===== config.mk =====
export PLATFORM = sky130hd
export DESIGN_NAME = tri_issue_queue
export DESIGN_NICKNAME = d
export VERILOG_FILES = /design/src/rtl/tri_pkg.sv /design/src/rtl/tri_fifo.sv /design/src/rtl/tri_issue_queue.sv
export SDC_FILE = /design/constraint.sdc
export NUM_CORES = 2
export LEC_CHECK = 0
export ABC_AREA = 0
export CAP_MARGIN = 20
export CORE_MARGIN = 2
export CORE_UTILIZATION = 30
export CTS_BUF_LIST = sky130_fd_sc_hd__clkbuf_4
export DETAILED_ROUTE_END_ITERATION = 10
export PLACE_DENSITY = 0.51
export SLEW_MARGIN = 10
export SYNTH_ARGS = -nofsm -noshare
export SYNTH_HDL_FRONTEND = slang
export SYNTH_SLANG_ARGS = --single-unit

===== constraint.sdc =====
create_clock -name axi_aclk -period 14.3 [get_ports axi_aclk]
set_input_delay 2.145 -clock axi_aclk [delete_from_list [all_inputs] [get_ports axi_aclk]]
set_output_delay 2.145 -clock axi_aclk [all_outputs]
set_load 0.05 [all_outputs]

===== src/rtl/tri_pkg.sv =====
// Shared triangle payload, cull modes and signed-area helpers for the triangle issue path.
package tri_pkg;

   localparam int unsigned X_W     = 10;
   localparam int unsigned Y_W     = 9;
   localparam int unsigned Z_W     = 16;
   localparam int unsigned COLOR_W = 8;
   localparam int unsigned INV_W   = 32;
   localparam int unsigned AREA_W  = X_W + Y_W + 3;

   typedef struct packed {
      logic [X_W-1:0]     v1x;
      logic [Y_W-1:0]     v1y;
      logic [X_W-1:0]     v2x;
      logic [Y_W-1:0]     v2y;
      logic [X_W-1:0]     v3x;
      logic [Y_W-1:0]     v3y;
      logic [Z_W-1:0]     z1;
      logic [Z_W-1:0]     z2;
      logic [Z_W-1:0]     z3;
      logic [COLOR_W-1:0] color;
      logic [INV_W-1:0]   inv_area;
   } tri_t;

   localparam int unsigned TRI_W = $bits(tri_t);

   typedef enum logic [1:0] {
      CULL_OFF     = 2'b00,
      CULL_NEG     = 2'b01,
      CULL_POS     = 2'b10,
      CULL_OFF_ALT = 2'b11
   } cull_mode_e;

   // Twice the signed area; AREA_W holds the full range so nothing wraps.
   function automatic logic signed [AREA_W-1:0] calc_area2(input tri_t t);
      logic signed [AREA_W-1:0] x1, x2, x3, y1, y2, y3;
      x1 = AREA_W'(t.v1x);
      x2 = AREA_W'(t.v2x);
      x3 = AREA_W'(t.v3x);
      y1 = AREA_W'(t.v1y);
      y2 = AREA_W'(t.v2y);
      y3 = AREA_W'(t.v3y);
      return x1 * (y2 - y3) + x2 * (y3 - y1) + x3 * (y1 - y2);
   endfunction

   function automatic logic cull_drop(input logic signed [AREA_W-1:0] area2,
                                      input cull_mode_e mode);
      logic zero;
      logic neg;
      zero = (area2 == '0);
      neg  = area2[AREA_W-1];
      return zero | ((mode == CULL_NEG) & neg) | ((mode == CULL_POS) & ~neg & ~zero);
   endfunction

endpackage


===== src/rtl/tri_fifo.sv =====
// Synchronous FIFO with occupancy count; push on full is accepted when a pop frees the slot.
module tri_fifo #(
   parameter int unsigned WIDTH = 8,
   parameter int unsigned DEPTH = 8
) (
   input  logic                     clk,
   input  logic                     rst,
   input  logic                     clr,
   input  logic                     push,
   input  logic [WIDTH-1:0]         din,
   input  logic                     pop,
   output logic [WIDTH-1:0]         dout,
   output logic [$clog2(DEPTH):0]   count,
   output logic                     full,
   output logic                     empty
);

   localparam int unsigned AW = $clog2(DEPTH);
   localparam int unsigned CW = AW + 1;

   logic [WIDTH-1:0] mem [DEPTH];
   logic [AW-1:0]    wr_ptr;
   logic [AW-1:0]    rd_ptr;
   logic             do_push;
   logic             do_pop;

   assign empty   = (count == '0);
   assign full    = (count == CW'(DEPTH));
   assign do_pop  = pop & ~empty;
   assign do_push = push & (~full | do_pop);
   assign dout    = mem[rd_ptr];

   always_ff @(posedge clk) begin
      if (do_push && !clr) begin
         mem[wr_ptr] <= din;
      end
   end

   always_ff @(posedge clk) begin
      if (rst || clr) begin
         wr_ptr <= '0;
         rd_ptr <= '0;
         count  <= '0;
      end else begin
         if (do_push) wr_ptr <= wr_ptr + AW'(1);
         if (do_pop)  rd_ptr <= rd_ptr + AW'(1);
         count <= count + CW'(do_push) - CW'(do_pop);
      end
   end

endmodule


===== src/rtl/tri_issue_queue.sv =====
// Area/cull stage, triangle queue and one-at-a-time issue to the rasterizer.
module tri_issue_queue
   import tri_pkg::*;
#(
   parameter int unsigned DEPTH = 8
) (
   input  logic                   axi_aclk,
   input  logic                   axi_reset,
   input  logic                   in_valid,
   output logic                   in_ready,
   input  logic [TRI_W-1:0]       in_tri,
   input  logic [1:0]             cull_mode,
   input  logic                   flush,
   output logic                   triangle_valid,
   output logic [TRI_W-1:0]       triangle_out,
   input  logic                   triangle_ready,
   input  logic                   rasterizer_done,
   output logic                   busy,
   output logic [$clog2(DEPTH):0] q_count,
   output logic [15:0]            drop_count,
   output logic [15:0]            issue_count
);

   localparam int unsigned CNT_W = $clog2(DEPTH) + 1;

   typedef enum logic [1:0] {IDLE, ISSUE, BUSY} state_e;

   state_e                   state;
   logic                     ready_q;
   logic                     s1_valid;
   tri_t                     s1_tri;
   logic signed [AREA_W-1:0] s1_area;
   cull_mode_e               s1_mode;

   logic             accept;
   logic             s1_drop;
   logic             fifo_push;
   logic             fifo_push_ok;
   logic             fifo_pop;
   logic             fifo_full;
   logic             fifo_empty;
   tri_t             fifo_dout;
   logic [CNT_W-1:0] count_nxt;

   assign in_ready     = ready_q & ~flush;
   assign accept       = in_valid & in_ready;
   assign s1_drop      = s1_valid & cull_drop(s1_area, s1_mode);
   assign fifo_push    = s1_valid & ~s1_drop & ~flush;
   assign fifo_pop     = (state == IDLE) & ~fifo_empty & triangle_ready & ~flush;
   assign fifo_push_ok = fifo_push & (~fifo_full | fifo_pop);
   assign count_nxt    = flush ? '0 : q_count + CNT_W'(fifo_push_ok) - CNT_W'(fifo_pop);
   assign busy         = s1_valid | ~fifo_empty | (state != IDLE);

   // in_ready reserves a queue slot for whatever is sitting in S1, so S1 never stalls.
   always_ff @(posedge axi_aclk) begin
      if (axi_reset) begin
         ready_q    <= 1'b0;
         s1_valid   <= 1'b0;
         s1_tri     <= '0;
         s1_area    <= '0;
         s1_mode    <= CULL_OFF;
         drop_count <= '0;
      end else begin
         ready_q  <= (count_nxt + CNT_W'(accept)) < CNT_W'(DEPTH);
         s1_valid <= accept;
         if (accept) begin
            s1_tri  <= tri_t'(in_tri);
            s1_area <= calc_area2(tri_t'(in_tri));
            s1_mode <= cull_mode_e'(cull_mode);
         end
         if (s1_drop && !flush && drop_count != 16'hFFFF) begin
            drop_count <= drop_count + 16'd1;
         end
      end
   end

   tri_fifo #(
      .WIDTH (TRI_W),
      .DEPTH (DEPTH)
   ) u_fifo (
      .clk   (axi_aclk),
      .rst   (axi_reset),
      .clr   (flush),
      .push  (fifo_push),
      .din   (s1_tri),
      .pop   (fifo_pop),
      .dout  (fifo_dout),
      .count (q_count),
      .full  (fifo_full),
      .empty (fifo_empty)
   );

   // Head is popped on the IDLE->ISSUE edge, so triangle_valid is high exactly while in ISSUE.
   always_ff @(posedge axi_aclk) begin
      if (axi_reset) begin
         state          <= IDLE;
         triangle_valid <= 1'b0;
         triangle_out   <= '0;
         issue_count    <= '0;
      end else begin
         triangle_valid <= 1'b0;
         unique case (state)
            IDLE: begin
               if (fifo_pop) begin
                  state          <= ISSUE;
                  triangle_valid <= 1'b1;
                  triangle_out   <= fifo_dout;
                  issue_count    <= issue_count + 16'd1;
               end
            end
            ISSUE: state <= BUSY;
            BUSY: begin
               if (rasterizer_done) state <= IDLE;
            end
            default: state <= IDLE;
         endcase
      end
   end

endmodule


# == After elaboration in Yosys (flattened, before gate mapping) ==
# Memory sizes are Yosys's and may differ from the RTL's. A register that Yosys moved wholly into a read port is not among the register bits.
# Index checks and enable logic that the tools add are counted.
# op_classes
n_addsub,14
multipliers,3
order_cmp,1
eq_ne,8
n_mux,7
bitwise_logic,27
reduce_logical,12
# ops
operator,count
$mul A11 B10 Y21,3
$add A16 B1 Y16 const B,2
$sub A9 B9 Y10,3
$add A21 B21 Y22,1
$add A22 B21 Y22,1
$logic_not A22 Y1,1
$ne A16 B16 Y1 const B,1
$and A1 B1 Y1,14
$add A4 B1 Y4,3
$sub A4 B1 Y4,2
$not A1 Y1,7
$add A3 B1 Y3 const B,2
$or A1 B1 Y1,6
$pmux W2 S3,1
$eq A2 B1 Y1 const B,2
$eq A2 B2 Y1 const B,2
$eq A4 B4 Y1 const B,1
$logic_not A4 Y1,1
$lt A4 B4 Y1 const B,1
$mux W2,2
$mux W4,1
$ne A2 B2 Y1 const B,2
$reduce_and A2 Y1,2
$logic_and A1 B1 Y1,3
6 further kinds,8
# word_totals
regBits,216
ramBits,1160
in_bits,153
output_inout_bits,184
elab_cells,95
n_memories,1
# memory_table
memory,depth,width,read_ports,rd_clocked_by_memory_dff,write_ports,line_no,text
u_fifo.mem,8,145,1,1,1,tri_fifo.sv:21,logic [WIDTH-1:0] mem [DEPTH];

# == Longest topological paths before layout ==
# depth
word_depth,14
mapped_depth,34
depth_no_buf,34

# == Cells and area by module ==
# Synthesis repeated with hierarchy kept, for this count alone.
# unflattened
hier_cells,4698
area_unflattened_um2,68692.1
# modules_own_cells
module,instances,cells_per_inst,area_per_inst_um2,seq_area_each_um2
tri_fifo,1,1760,44149.8,35093.7
tri_issue_queue,1,2938,24542.3,7026.7

# == Worst setup path after synthesis ==
# Ideal clock, no wire load.
# synth_timing
path_type,input port to flip-flop
start,input port flush
end,memory u_fifo.mem[2][0] (netlist bit) (enable)
setup_time_ps,857
t_arrival_ps,13752
required_time_ps,13443
slack_ps,-309
cell_stages,6
n_path_buf,1
cell_sequence,or4b_4 -> o211ai_1 -> and3_1 -> buf_2 -> nand2b_1 -> nor3b_1
# synth_between
elab_chain_cells,8
elab_cells_between_ends,10
cone_classes,2 x mux; 6 x bitwise; 2 x reduce/logical
# synth_lines
item,line_no,text
from (decl),tri_issue_queue.sv:13,"input logic flush,"
$not A1 Y1 (*),"tri_issue_queue.sv:48, tri_issue_queue.sv:49",
$and A1 B1 Y1,tri_issue_queue.sv:49,assign fifo_pop = (state == IDLE) & ~fifo_empty & triangle_ready & ~flush;
$and A1 B1 Y1,tri_fifo.sv:29,assign do_pop = pop & ~empty;
$or A1 B1 Y1,tri_fifo.sv:30,assign do_push = push & (~full | do_pop);
$and A1 B1 Y1 (*),tri_fifo.sv:30,
via u_fifo.do_push,tri_fifo.sv:24,logic do_push;
$logic_and A1 B1 Y1 (*),tri_fifo.sv:34,if (do_push && !clr) begin
$mux W1 (*),tri_fifo.sv:34,
$mux W1 (implied by the code) (*),tri_fifo.sv:35,mem[wr_ptr] <= din;
to (decl),tri_fifo.sv:21,
# The timed path passes the listed nets; every way through them passes the cells marked *.

# == Worst setup path in the final report ==
# layout_timing
start,input port in_tri[107]
end,register s1_area[21]
# layout_between
elab_chain_cells,4
elab_cells_between_ends,6
cone_classes,4 x add/sub; 2 x mul
# layout_lines
item,line_no,text
from (decl),tri_issue_queue.sv:11,"input logic [TRI_W-1:0] in_tri,"
$sub A9 B9 Y10,tri_pkg.sv:43,return x1 * (y2 - y3) + x2 * (y3 - y1) + x3 * (y1 - y2);
$mul A11 B10 Y21,tri_pkg.sv:43,
$add A21 B21 Y22,tri_pkg.sv:43,
$add A22 B21 Y22 (*),tri_pkg.sv:43,
to (signal assigned),tri_issue_queue.sv:68,s1_area <= calc_area2(tri_t'(in_tri));
to (decl),tri_issue_queue.sv:32,logic signed [AREA_W-1:0] s1_area;
# Every way passes the cells marked *; elsewhere a longest branch is shown, timed or not.
# A chain may end at the register's enable or synchronous reset.

==> results.yml <==
floorplanning:
  die-area_um2: 231000
  die_x_um: 481
  core_area_um2: 227000
  ios: 337
  num_rows: 175
  die_height_um: 481
  start_util: 0.301
worst_setup_path:
  critical_path_required_ns: 15.56
  path_buf_inv: 7
  critical_path.max_stage_delay_ns: 0.61
  cpLargestDelayFamily: "adder cells"
  path_common_cell: "fa_1"
  cp_max_fo: 10
  start_kind: "input port"
  critPathKind: "input port to register"
  cp-end-kind: "register"
  cpMaxStageDelayCell: "clkdlybuf4s50_1"
  arrival_ns: 11.53
global_route:
  track_usage: 0.153
  antenna_found_initial: 18
  grt_pass1_vias: 40869
  grt_max_degree: 143
  grt-ovfl-total: 0
  grt_pass1_wl_mm: 264
timing:
  setup_violations: 0
  setup_ws_ns: 4.03
  maxSlewHeadroom: 0.245
  finalCritPeriodShare: 0.718
  slew_viol_final: 0
  period_needed_ns: 10.27
  tns_ns: 0
  fmax_ghz: 0.0974
  rsz0062_at_grt: "no"
  hold_viol: 0
  fin_skew_ns: 0.126
  worstMarginPinSlew_ns: 1.12
synthesis:
  synthCells: 4519
  async_flop_share: 0
  synth_top_family_by_area: "multiplexers"
  yosysTopAreaCell: "edfxtp_1"
  ys.flop_type: "edfxtp_1"
  avgSynthCellArea_um2: 15.1
  ys_seq_area_frac: 0.616
  syn_area_um2: 68200
  ys_types: 66
  synthAdderAreaFrac: 0.116
  synth.net_count: 5143
  ys_warn_count: 0
  synth_edf_count: 1160
  yosysTopAreaCellShare: 0.510
  synth_seq_cells: 1521
  netlist_top_cells_area: "edfxtp_1, dfxtp_1, mux4_2, fa_1, ha_1"
  synth_compound_area_frac: 0.0384
  synth_xor_area_frac: 0.00904
  synthMuxAreaShare: 0.118
  synthSimpleGateAreaFrac: 0.0660
clock_tree:
  numCtsBuffers: 412
  cts.reportedPaths.clkPinSlew_ns: 0.06
  cts_resized: 0
  cts-htree-levels: 5
  cts_sinks: 1521
  post_cts_buffers: 0
  cts_tree: "done"
  cts-root-buf: "clkbuf_4"
  insertion_delay_ns: 1.36
  clockBufferDepth: 4
  ctsHoldBuffers: 0
finish:
  area_delta_synth_final_pct: 17.7
  fillCellCount: 22137
  register_area_um2: 42100
  final_layout_size_suffix_gt1_frac: 0.192
  multi_input_area_um2: 23800
  fin_nets: 5726
  fin_area_um2: 80300
drt:
  drc: 0
  drt-total-wl_mm: 178
  ant_nets: 0
  vias: 38794
  wire_per_inst_um: 21.1
  vias_per_cell: 4.59
  dr.pass1.iters: 7
  dr.first_iter.drc_count: 1972
place:
  pre_cts_slack_ns: 2.77
  dp.final_hpwl_mm: 109
  portBuffers: 336
  gp_congestion: 0.792
  placed_area_um2: 75100
flow_run:
  cap_violations: 0
run_status:
  run_status: "completed"
worst_hold_path:
  min_path_type: "register to register"
-- state kept, by name, indices dropped and copies added (netlist names), 2 cells and up --
signal         cells
u_fifo.rd_ptr      3
triangle_out     145
state              2
u_fifo.count       4
drop_count        16
u_fifo.wr_ptr      3
s1_mode            2
s1_tri           145
issue_count       16
s1_area           22
u_fifo.mem      1160
-- synthesized netlist by cell type, types with 11 or more instances --
cell      number
a211oi_1     149
a21o_1        11
a21oi_1      177
and2_1       100
and3_1        11
buf_2         68
clkbuf_1     156
dfxtp_1      361
edfxtp_1    1160
fa_1         270
ha_1         201
inv_1        413
mux2i_1      150
mux4_2       290
nand2_1      425
nand2b_1      31
nand3_1       20
nor2_1       254
nor2b_1       52
nor3b_1       27
o21ai_0       14
xnor2_1       35
xor2_1        31
-- routing by layer --
| layer | vias up | GRT usage | wire length, um |
|---|---|---|---|
| met3 | 238 | 0.0364 | 10100 |
| met2 | 919 | 0.253 | 86000 |
| met4 | 22 | 0.0406 | 2770 |
| li1 | 17795 | - | - |
| met5 | - | 0 | 119 |
| met1 | 19820 | 0.202 | 79200 |
-- final timing paths --
path | from | to | slack [ns] | cells past startpoint
max reg2reg | s1_area[20] | u_fifo.mem[7][43] | 9.60 | 9
max | in_tri[107] | s1_area[21] | 4.03 | 34
min | s1_area[12] | s1_area[12] | 0.45 | 2
min reg2reg | s1_area[12] | s1_area[12] | 0.45 | 2
-- cells in the final DEF, fill, tap and decap left out, drive strengths merged, types with 8 or more instances in the layout --
cell / n
nand4: 9
nand3: 21
nor3b: 30
a211oi: 152
buf: 60
xnor2: 36
nand2: 425
edfxtp: 1160
mux4: 290
o21a: 8
a21boi: 9
a21oi: 180
clkbuf: 609
clkinv: 128
xor2: 31
nor2: 257
inv: 417
a21o: 11
and2: 100
mux2i: 150
clkdlybuf4s50: 335
nand2b: 31
o21ai: 24
and3: 11
dfxtp: 361
nor2b: 53
fa: 270
ha: 201
-- worst min-delay path, stage by stage, from the launching register on --
cell     delay [ns]
dfxtp_1        0.31
nand2_1        0.05
a21oi_1        0.05
-- metrics by stage --
stage | utilization | instances | hold slack, ns
final | 0.354 | 8451 | 0.453
after global routing | 0.354 | 8450 | 0.482
after CTS | 0.354 | 8444 | 0.456
after detailed placement | 0.331 | 7697 | 0.448
after global placement | 0.331 | 7697 | 0.443
after floorplan | - | 4519 | 0.432
-- cell families (layout without fill, tap and decap cells) --
group / after synthesis / in the layout
compound gates: 405 / 405
xor+xnor: 68 / 68
fa+ha+maj: 471 / 471
buf+inv: 639 / 1555
flops: 1521 / 1521
mux: 440 / 440
other cells: 0 / 7
simple gates: 975 / 975
-- final cells by class --
type	count	area share
Tap cell	3009	0.0469
Multi-Input combinational cell	2359	0.296
Clock buffer	609	0.0569
Timing Repair Buffer	395	0.0487
Antenna cell	7	0.000218
Inverter	413	0.0193
Sequential cell	1521	0.524
Clock inverter	138	0.00806
Power is not shown: default switching activity piles up to over one toggle a cycle in this logic, so the estimate is an artifact.
